`src/rtl/disp_share_arbiter.sv`:
```
// Shares one 8-digit seven-segment driver between four requesters.
// Requester 0 preempts; requesters 1-3 rotate round-robin after a minimum hold.
module disp_share_arbiter #(
    parameter int          MIN_HOLD   = 100_000_000,
    parameter logic [31:0] IDLE_VALUE = 32'h0000_0000,
    parameter int          CNT_W      = $clog2(MIN_HOLD + 1)
) (
    input  logic         clk,
    input  logic         rst,
    input  logic [3:0]   req,
    input  logic [127:0] data,
    output logic [3:0]   grant,
    output logic [1:0]   owner,
    output logic         busy,
    output logic [31:0]  number,
    output logic         chg
);

    typedef enum logic [1:0] {ST_IDLE, ST_HOLD, ST_SLICE} state_t;

    state_t             state_q, state_d;
    logic [3:0]         grant_q, grant_d;
    logic [1:0]         owner_q, owner_d;
    logic [31:0]        number_q, number_d;
    logic               chg_q, chg_d;
    logic [CNT_W-1:0]   hold_q, hold_d;
    logic [1:0]         rr_q, rr_d;

    logic [31:0]        words [4];

    for (genvar gi = 0; gi < 4; gi++) begin : g_unpack
        assign words[gi] = data[32*gi +: 32];
    end

    // Returns {found, index}; scans 1..3 starting after 'last', skipping 'excl'.
    function automatic logic [2:0] rr_search(input logic [3:0] r, input logic [1:0] last,
                                             input logic [1:0] excl);
        logic [2:0] res;
        logic [1:0] cand;
        res = {1'b0, last};
        for (int k = 2; k >= 0; k--) begin
            cand = 2'((int'(last) + k) % 3 + 1);
            if (r[cand] && cand != excl)
                res = {1'b1, cand};
        end
        return res;
    endfunction

    logic [2:0] sel_rr, rot_rr;
    logic       sel_valid;
    logic [1:0] sel_idx;
    logic       take;
    logic [1:0] take_idx;

    always_comb begin
        sel_rr    = rr_search(req, rr_q, 2'd0);
        rot_rr    = rr_search(req, rr_q, owner_q);
        sel_valid = req[0] | sel_rr[2];
        sel_idx   = req[0] ? 2'd0 : sel_rr[1:0];

        state_d  = state_q;
        grant_d  = grant_q;
        owner_d  = owner_q;
        number_d = number_q;
        hold_d   = hold_q;
        rr_d     = rr_q;
        take     = 1'b0;
        take_idx = 2'd0;

        case (state_q)
            ST_IDLE: begin
                number_d = IDLE_VALUE;
                if (sel_valid) begin
                    take     = 1'b1;
                    take_idx = sel_idx;
                end
            end
            default: begin
                number_d = words[owner_q];
                if (req[0] && owner_q != 2'd0) begin
                    take     = 1'b1;
                    take_idx = 2'd0;
                end else if (!req[owner_q]) begin
                    if (sel_valid) begin
                        take     = 1'b1;
                        take_idx = sel_idx;
                    end else begin
                        state_d  = ST_IDLE;
                        grant_d  = 4'b0000;
                        number_d = IDLE_VALUE;
                        hold_d   = '0;
                    end
                // Rotation is evaluated on the edge the last hold cycle completes.
                end else if (state_q == ST_SLICE || hold_q == CNT_W'(MIN_HOLD - 1)) begin
                    if (owner_q != 2'd0 && rot_rr[2]) begin
                        take     = 1'b1;
                        take_idx = rot_rr[1:0];
                    end else begin
                        state_d = ST_SLICE;
                    end
                end else begin
                    hold_d = hold_q + CNT_W'(1);
                end
            end
        endcase

        if (take) begin
            state_d  = ST_HOLD;
            grant_d  = 4'b0001 << take_idx;
            owner_d  = take_idx;
            number_d = words[take_idx];
            hold_d   = '0;
            if (take_idx != 2'd0)
                rr_d = take_idx;
        end

        chg_d = (grant_d != grant_q);
    end

    always_ff @(posedge clk) begin
        if (rst) begin
            state_q  <= ST_IDLE;
            grant_q  <= 4'b0000;
            owner_q  <= 2'd0;
            number_q <= IDLE_VALUE;
            chg_q    <= 1'b0;
            hold_q   <= '0;
            rr_q     <= 2'd3;
        end else begin
            state_q  <= state_d;
            grant_q  <= grant_d;
            owner_q  <= owner_d;
            number_q <= number_d;
            chg_q    <= chg_d;
            hold_q   <= hold_d;
            rr_q     <= rr_d;
        end
    end

    assign grant  = grant_q;
    assign owner  = owner_q;
    assign busy   = |grant_q;
    assign number = number_q;
    assign chg    = chg_q;

endmodule

```
`config.mk`:
```
export PLATFORM = sky130hd
export DESIGN_NAME = disp_share_arbiter
export DESIGN_NICKNAME = d
export VERILOG_FILES = /design/src/rtl/disp_share_arbiter.sv
export SDC_FILE = /design/constraint.sdc
export NUM_CORES = 1
export LEC_CHECK = 0
export ABC_AREA = 0
export CORE_MARGIN = 4
export CORE_UTILIZATION = 51
export CTS_CLUSTER_SIZE = 25
export DETAILED_ROUTE_END_ITERATION = 7
export PLACE_DENSITY = 0.95
export SYNTH_ARGS = -nofsm -noshare
export SYNTH_HDL_FRONTEND = slang
export SYNTH_SLANG_ARGS = --single-unit
```
`constraint.sdc`:
```
create_clock -name clk -period 7.3 [get_ports clk]
set_input_delay 0.73 -clock clk [delete_from_list [all_inputs] [get_ports clk]]
set_output_delay 0.73 -clock clk [all_outputs]
set_load 0.02 [all_outputs]
```
==> metrics.txt, run 1 <==
# TYPE chip_impl_metric gauge
chip_impl_metric{name="grt_antenna_before_repair",unit=""} 0
chip_impl_metric{name="area_of_the_die",unit="sq um"} 12100
chip_impl_metric{name="synthXorXnorAreaFrac",unit=""} 0.0359
chip_impl_metric{name="worst_ep_arrival_time",unit="ns"} 4.57
chip_impl_metric{name="placement.setup.worst_slack",unit="ns"} 3.03
chip_impl_metric{name="tightestPinTransition",unit="ns"} 1.24
chip_impl_metric{name="chipHeight",unit="um"} 110
chip_impl_metric{name="met3_usage",unit=""} 0.0810
chip_impl_metric{name="final-hold-violation-count",unit=""} 0
chip_impl_metric{name="final_area",unit="sq um"} 7170
chip_impl_metric{name="route.detailed.drc",unit=""} 0
chip_impl_metric{name="finalWirelength",unit="um"} 17700
chip_impl_metric{name="place_hpwl",unit="um"} 13000
chip_impl_metric{name="timing.slew.headroom",unit=""} 0.175
chip_impl_metric{name="met2_grt_util",unit=""} 0.482
chip_impl_info{name="netlist.top_cell.by_area",value="mux4_2"} 1
chip_impl_info{name="clk_root_buffer_cell",value="clkbuf_8"} 1
chip_impl_metric{name="clock_sinks",unit=""} 70
chip_impl_metric{name="vias",unit=""} 5259
chip_impl_metric{name="post-place-cells",unit=""} 811
chip_impl_metric{name="worst_clock_skew",unit="ns"} 0.0118
chip_impl_metric{name="synth_compound_area_frac",unit=""} 0.142
chip_impl_metric{name="clkPwrFrac",unit=""} 0.109
chip_impl_info{name="most_common_library_cell_in_the_layout_ignoring_fill_and_taps",value="clkdlybuf4s50_1"} 1
chip_impl_info{name="final_cell_mix",value="clkdlybuf4s50_1, dfxtp_1, mux4_2"} 1
chip_impl_metric{name="insertedDiodeCount",unit=""} 0
chip_impl_metric{name="final-seq-area",unit="sq um"} 1400
chip_impl_metric{name="clk_pin_slew",unit="ns"} 0.07
chip_impl_metric{name="cp_data_required_time",unit="ns"} 7.49
chip_impl_metric{name="placement_rows",unit=""} 36
chip_impl_metric{name="post_drt_antenna_nets",unit=""} 0
chip_impl_metric{name="grt_util_all_layers",unit=""} 0.288
chip_impl_info{name="grt_most_used_layer",value="met2"} 1
chip_impl_metric{name="net_count_synth",unit=""} 680
chip_impl_info{name="timing.setup.critical_path_class",value="flip-flop to flip-flop"} 1
chip_impl_info{name="endpoint_type_of_the_worst_setup_path",value="flip-flop"} 1
chip_impl_info{name="tritoncts",value="built"} 1
chip_impl_metric{name="synth_edf_count",unit=""} 0
chip_impl_metric{name="yosysTopAreaCellShare",unit=""} 0.285
chip_impl_metric{name="smallest_setup_slack_after_layout",unit="ns"} 2.93
chip_impl_metric{name="worst_ir_drop_vdd",unit="V"} 0.000236
chip_impl_metric{name="fill_cells",unit=""} 648
chip_impl_info{name="synthTopCellsByArea",value="mux4_2, dfxtp_1, inv_1"} 1
chip_impl_info{name="status",value="finished, final reports clean"} 1
chip_impl_metric{name="globalRoute.totalOverflow",unit=""} 0
chip_impl_metric{name="areaGrowthSynthToFinish",unit="%"} 35.6
chip_impl_metric{name="cts_buffers",unit=""} 9
chip_impl_metric{name="routedWlPerCell",unit="um"} 21.5
chip_impl_metric{name="power.static_leakage",unit="uW"} 0.00253
chip_impl_metric{name="via_per_inst",unit=""} 6.36
chip_impl_info{name="worstSetupStartpointType",value="flip-flop"} 1
chip_impl_metric{name="max_freq",unit="MHz"} 229
chip_impl_metric{name="postPlaceCellArea",unit="sq um"} 6990
chip_impl_metric{name="timing.final.crit_share",unit=""} 0.599
chip_impl_metric{name="post_synth_mux_area_share",unit=""} 0.301
chip_impl_metric{name="timing.final.setup_violations",unit=""} 0
chip_impl_metric{name="grt_start_max_net_pins",unit=""} 47
chip_impl_metric{name="net-switching-power",unit="uW"} 1190
chip_impl_metric{name="grt_pass1_vias",unit=""} 5262
chip_impl_metric{name="cellPowerDensity",unit="nW/um^2"} 380
chip_impl_info{name="synth_flop_cell",value="dfxtp_1"} 1
chip_impl_metric{name="drt_pass1_iterations",unit=""} 6
chip_impl_metric{name="use_met1",unit=""} 0.321
chip_impl_metric{name="synthesized_cell_area",unit="sq um"} 5290
chip_impl_metric{name="drv.max_cap_violation_count",unit=""} 0
chip_impl_metric{name="power_switching_share",unit=""} 0.436
chip_impl_metric{name="number_of_pins_exceeding_their_max_slew_limit_in_the_final_report",unit=""} 0
chip_impl_metric{name="starting_density_of_the_core",unit=""} 0.532
chip_impl_metric{name="cts.repair_timing.setup_buffer_count",unit=""} 0
chip_impl_metric{name="post_synthesis_share_of_cell_area_spent_on_and_or_nand_and_nor_gates",unit=""} 0.162
chip_impl_metric{name="final_nets",unit=""} 828
chip_impl_metric{name="cts_repair_resize_count",unit=""} 0
chip_impl_metric{name="port_buffers",unit=""} 173
chip_impl_metric{name="internal_power",unit="uW"} 1540
chip_impl_metric{name="finalSetupTns",unit="ns"} 0
chip_impl_metric{name="synthArstFlopShare",unit=""} 0
chip_impl_metric{name="post-route-min-period",unit="ns"} 4.37
chip_impl_metric{name="clock_latency",unit="ns"} 0.36
chip_impl_info{name="grt_setup_unrepaired",value="false"} 1
chip_impl_metric{name="final_layout_size_suffix_gt1_frac",unit=""} 0.159
chip_impl_metric{name="average_cell_area_after_synthesis",unit="sq um"} 9.78
chip_impl_metric{name="drtIter0Drc",unit=""} 637
chip_impl_metric{name="post_synth_fa_ha_maj_area_fraction",unit=""} 0.0118
chip_impl_metric{name="cp_max_fo",unit=""} 43
chip_impl_metric{name="clockBufferDepth",unit=""} 2
chip_impl_metric{name="power.share.combinational",unit=""} 0.685
chip_impl_metric{name="hold_buffers",unit=""} 0
chip_impl_metric{name="place.gp.congestion",unit=""} 0.927
chip_impl_metric{name="boundaryPins",unit=""} 174
chip_impl_metric{name="core_area",unit="sq um"} 9950
chip_impl_metric{name="synth.ff_latch_count",unit=""} 70
chip_impl_info{name="synth_top_family_by_area",value="multiplexers"} 1
chip_impl_metric{name="synth_seq_area_share",unit=""} 0.265
chip_impl_metric{name="wire_length_of_the_first_global_routing_pass",unit="um"} 26700
chip_impl_info{name="path_class_of_the_lowest_slack_min_delay_path",value="flip-flop to flip-flop"} 1
chip_impl_metric{name="multi_input_comb_area",unit="sq um"} 3460
chip_impl_metric{name="seq_power_share",unit=""} 0.205
chip_impl_metric{name="die_width",unit="um"} 110
chip_impl_metric{name="yosys_warnings",unit=""} 0
chip_impl_metric{name="htreeDepth",unit=""} 3
chip_impl_metric{name="distinct_cell_type_count_after_synthesis",unit=""} 68
chip_impl_metric{name="syn_inst",unit=""} 541
chip_impl_metric{name="number_of_standard_cells_in_the_layout_taps_in_and_fillers_out",unit=""} 827
[worst max-delay path, cell delays in order (launching register included)]
cell and delay, ns:
dfxtp_1 0.42, inv_1 0.13, ha_1 0.71, inv_1 0.26, o311a_1 0.38, or2_2 0.33
a311oi_1 0.36, a32o_2 0.98, mux4_2 0.44, nand2_1 0.11, o21ai_1 0.07
[cells in the mapped netlist (3+ instances only)]
library cell and count:
dfxtp_1 70, clkbuf_1 13, xnor2_1 18, nand2_1 50, nand4_1 5, a32o_1 3
buf_1 3, nor4b_1 4, a22oi_1 3, o31ai_1 3, a21oi_1 16, mux4_2 67
or3_1 3, and3_1 5, buf_2 16, mux2_1 3, inv_1 52, ha_1 5
o211ai_1 3, nor4_1 8, nor2_1 40, or2_2 4, a31o_2 5, nor2b_1 4
buf_4 3, a22o_1 4, a211oi_1 5, nand3_1 9, nor3_1 7, or4_1 5
o21ai_1 32, o21ai_0 13, nand2b_1 4, mux2i_1 4, o21bai_1 5
[registers in the layout, indices dropped and copies added (netlist names)]
| signal | flops |
|---|---|
| hold_q | 27 |
| number | 32 |
| chg | 1 |
| grant | 4 |
| rr_q | 2 |
| owner | 2 |
| state_q | 2 |
[stage by stage]
step           power (uW)  hold slack, ns   util
2_1_floorplan        1940           0.458      -
3_3_place_gp         2330           0.476  0.702
3_5_place_dp         2410           0.486  0.702
4_1_cts              2720           0.496  0.721
5_1_grt              2900           0.536  0.721
6_report             2730           0.501  0.721
[cell families (layout without fill, tap and decap cells)]
family / after synthesis / after routing
AND/OR/NAND/NOR: 165 / 165
AO/OA/AOI/OAI: 114 / 114
buffers and inverters: 92 / 245
multiplexers: 75 / 75
flip-flops: 70 / 70
XOR/XNOR: 20 / 20
adder cells (fa/ha/maj): 5 / 5
[final timing paths]
kind                          startpoint                     end  slack, ns  depth (start not counted)
setup / recovery    rr_q[0]$_SDFFE_PP1P_   number[29]$_SDFF_PP0_       2.93                         10
setup reg to reg    rr_q[0]$_SDFFE_PP1P_   number[29]$_SDFF_PP0_       2.93                         10
hold / removal    hold_q[1]$_SDFFE_PP0P_  hold_q[1]$_SDFFE_PP0P_       0.50                          2
hold reg to reg   hold_q[1]$_SDFFE_PP0P_  hold_q[1]$_SDFFE_PP0P_       0.50                          2
[metal layers]
layer	up-vias	routed length (um)	part of all wire
met5	-	0	0
met4	0	1160	0.066
met3	92	1620	0.091
met2	300	9070	0.51
met1	2541	5890	0.33
li1	2326	-	-
[final cells by class]
class | count | area share
clock buffers | 13 | 0.0235
clock inverters | 3 | 0.00244
inverters | 52 | 0.0272
multi-input cells | 379 | 0.482
flip-flops and latches | 70 | 0.196
well taps | 133 | 0.0232
repair buffers | 177 | 0.246
[power by group through the flow]
| stage | registers, uW | clock network, uW | logic (uW) |
|---|---|---|---|
| after floorplan | 676 | 0 | 1270 |
| after global placement | 559 | 0 | 1770 |
| after detailed placement | 566 | 0 | 1840 |
| after CTS | 560 | 300 | 1860 |
| after global routing | 569 | 317 | 2020 |
| final | 560 | 298 | 1870 |
Note: power is estimated with default switching activity, not from simulation.
==> run 2: changes to the inputs <==
- CORE_UTILIZATION: 51 -> 47
- PLACE_DENSITY: 0.95 -> 0.91
- clock period: 7.3 -> 4.2 ns (I/O delays scaled with it)
==> metrics.txt, run 2 (same netlist as run 1, synthesis figures left out) <==
# TYPE chip_impl_metric gauge
chip_impl_info{name="status",value="finished, final reports clean"} 1
chip_impl_metric{name="placement_rows",unit=""} 38
chip_impl_metric{name="final_layout_size_suffix_gt1_frac",unit=""} 0.174
chip_impl_metric{name="use_met1",unit=""} 0.313
chip_impl_info{name="timing.setup.critical_path_class",value="flip-flop to flip-flop"} 1
chip_impl_metric{name="areaGrowthSynthToFinish",unit="%"} 40.0
chip_impl_metric{name="clock_latency",unit="ns"} 0.35
chip_impl_metric{name="routedWlPerCell",unit="um"} 21.3
chip_impl_metric{name="clockBufferDepth",unit=""} 2
chip_impl_metric{name="drt_pass1_iterations",unit=""} 5
chip_impl_info{name="worstSetupStartpointType",value="flip-flop"} 1
chip_impl_metric{name="post-route-min-period",unit="ns"} 3.93
chip_impl_info{name="final_cell_mix",value="clkdlybuf4s50_1, dfxtp_1, mux4_2"} 1
chip_impl_metric{name="grt_util_all_layers",unit=""} 0.269
chip_impl_metric{name="grt_start_max_net_pins",unit=""} 35
chip_impl_metric{name="placement.setup.worst_slack",unit="ns"} 0.271
chip_impl_metric{name="worstHoldPathCells",unit=""} 2
chip_impl_metric{name="setup.reg_to_reg.worst_slack",unit="ns"} 0.27
chip_impl_metric{name="area_of_the_die",unit="sq um"} 13000
chip_impl_metric{name="finalWirelength",unit="um"} 18000
chip_impl_info{name="clk_root_buffer_cell",value="clkbuf_16"} 1
chip_impl_info{name="slowest_stage",value="a32o_2"} 1
chip_impl_metric{name="worst_ir_drop_vdd",unit="V"} 0.000457
chip_impl_metric{name="drtIter0Drc",unit=""} 688
chip_impl_metric{name="grt_pass1_vias",unit=""} 5377
chip_impl_metric{name="cts.repair_timing.setup_buffer_count",unit=""} 0
chip_impl_metric{name="max_freq",unit="MHz"} 255
chip_impl_metric{name="globalRoute.totalOverflow",unit=""} 0
chip_impl_info{name="hold_path_end",value="hold_q[17]$_SDFFE_PP0P_"} 1
chip_impl_metric{name="port_buffers",unit=""} 173
chip_impl_metric{name="largest_reg_flops",unit=""} 32
chip_impl_metric{name="vias",unit=""} 5329
chip_impl_metric{name="final_nets",unit=""} 841
chip_impl_info{name="critical_path.reg2reg.endpoint",value="chg$_SDFF_PP0_"} 1
chip_impl_info{name="hold_path.startpoint",value="hold_q[17]$_SDFFE_PP0P_"} 1
chip_impl_metric{name="met3_usage",unit=""} 0.0703
chip_impl_metric{name="critical-path-max-stage-delay",unit="ns"} 0.87
chip_impl_metric{name="clk_pin_slew",unit="ns"} 0.06
chip_impl_metric{name="worst_ep_arrival_time",unit="ns"} 4.18
chip_impl_metric{name="tightestPinTransition",unit="ns"} 1.01
chip_impl_metric{name="cp_max_fo",unit=""} 34
chip_impl_metric{name="timing.reg2reg.worst_path_depth",unit=""} 11
chip_impl_metric{name="htreeDepth",unit=""} 3
chip_impl_metric{name="insertedDiodeCount",unit=""} 0
chip_impl_metric{name="die_width",unit="um"} 114
chip_impl_info{name="path_class_of_the_lowest_slack_min_delay_path",value="flip-flop to flip-flop"} 1
chip_impl_metric{name="cts_repair_resize_count",unit=""} 0
chip_impl_info{name="grt_setup_unrepaired",value="false"} 1
chip_impl_metric{name="smallest_setup_slack_after_layout",unit="ns"} 0.275
chip_impl_metric{name="clock_sinks",unit=""} 70
chip_impl_metric{name="place_hpwl",unit="um"} 13400
chip_impl_metric{name="boundaryPins",unit=""} 174
chip_impl_metric{name="timing.final.setup_violations",unit=""} 0
chip_impl_info{name="crit-reg2reg-launch",value="rr_q[0]$_SDFFE_PP1P_"} 1
chip_impl_metric{name="place.gp.congestion",unit=""} 0.963
chip_impl_metric{name="worst_clock_skew",unit="ns"} 0.00988
chip_impl_metric{name="starting_density_of_the_core",unit=""} 0.484
chip_impl_metric{name="post_drt_antenna_nets",unit=""} 0
chip_impl_metric{name="final-hold-violation-count",unit=""} 0
chip_impl_metric{name="final_util",unit=""} 0.678
chip_impl_metric{name="via_per_inst",unit=""} 6.29
chip_impl_metric{name="number_of_pins_exceeding_their_max_slew_limit_in_the_final_report",unit=""} 0
chip_impl_metric{name="core_area",unit="sq um"} 10900
chip_impl_metric{name="cellPowerDensity",unit="nW/um^2"} 695
chip_impl_metric{name="wire_length_of_the_first_global_routing_pass",unit="um"} 27500
chip_impl_metric{name="power.static_leakage",unit="uW"} 0.00265
chip_impl_metric{name="hold_buffers",unit=""} 0
chip_impl_metric{name="grt_antenna_before_repair",unit=""} 0
chip_impl_metric{name="met2_grt_util",unit=""} 0.459
chip_impl_metric{name="timing.final.crit_share",unit=""} 0.935
chip_impl_info{name="grt_most_used_layer",value="met2"} 1
chip_impl_info{name="most_common_library_cell_in_the_layout_ignoring_fill_and_taps",value="clkdlybuf4s50_1"} 1
chip_impl_metric{name="timing.slew.headroom",unit=""} 0.324
chip_impl_info{name="tritoncts",value="built"} 1
chip_impl_info{name="timing.critical_path.cells",value="inv_1, ha_1, inv_1, o311a_1, or2_2, a311oi_1, a32o_2, buf_4, a21oi_1, a22o_1, a31oi_1"} 1
chip_impl_info{name="endpoint_type_of_the_worst_setup_path",value="flip-flop"} 1
chip_impl_metric{name="route.detailed.drc",unit=""} 0
chip_impl_metric{name="drv.max_cap_violation_count",unit=""} 0
chip_impl_info{name="timing.critical_path.mode_cell",value="inv_1"} 1
chip_impl_metric{name="cp_data_required_time",unit="ns"} 4.46
chip_impl_metric{name="chipHeight",unit="um"} 114
chip_impl_metric{name="cts_buffers",unit=""} 9
chip_impl_metric{name="finalSetupTns",unit="ns"} 0
-- run 2: cell types whose count changed in the layout (fill, tap and decap cells not counted) --
cell / change
buf_4: +13
bufinv_16: +2
clkbuf_16: +9
clkbuf_8: -12
clkinv_4: +1
-- run 2: metal layers --
metal  vias to the layer above  routed length (um)
li1                       2348                   -
met1                      2585                6570
met2                       327                9090
met3                        69                1490
met4                         0                 871
met5                         -                   0
-- run 2: final cells by class --
cell class,count,area [sq um]
timing repair buffer,190,1860
sequential,70,1400
fill,761,3530
multi-input combinational,379,3460
inverter,52,195
clock buffer,10,229
tap,140,175
clock inverter,6,86.3
-- run 2: critical path: cells and delay by family, from the launching register on --
| family | cells | cell delay (ns) |
|---|---|---|
| AOI/OAI and AO/OA | 6 | 2.02 |
| adders and majority gates | 1 | 0.54 |
| buffers and inverters | 3 | 0.53 |
| DFF | 1 | 0.41 |
| and+or+nand+nor | 1 | 0.33 |
-- run 2: how the worst max path moves through the flow --
stage / startpoint / to / slack [ns] / cells past startpoint
finish: rr_q[0]$_SDFFE_PP1P_ / chg$_SDFF_PP0_ / 0.27 / 11
global route: rr_q[0]$_SDFFE_PP1P_ / chg$_SDFF_PP0_ / 0.08 / 11
floorplan: rr_q[0]$_SDFFE_PP1P_ / number[11]$_SDFF_PP0_ / 0.99 / 13
global placement: req[1] / chg$_SDFF_PP0_ / 0.40 / 10
CTS: rr_q[0]$_SDFFE_PP1P_ / chg$_SDFF_PP0_ / 0.34 / 11
detailed placement: req[1] / chg$_SDFF_PP0_ / 0.27 / 10
-- run 2: per-stage QoR --
step	hold slack, ns	total power, uW	instances	instance area (sq um)
finish	0.510	5150	847	7410
floorplan	0.458	3370	541	5290
global placement	0.480	4160	831	7090
detailed placement	0.497	4270	831	7090
global route	0.532	5440	847	7410
CTS	0.509	5120	847	7410
-- run 2: power by group --
group / internal, uW / switching [uW]
registers: 866 / 128
clock network: 519 / 310
logic: 1620 / 1700
total: 3010 / 2140
==> run 3: changes to the inputs <==
- CTS_CLUSTER_SIZE: 25 -> not set
==> results of run 3 <==
No change in the layout: final DEF, timing and power equal those of run 2.
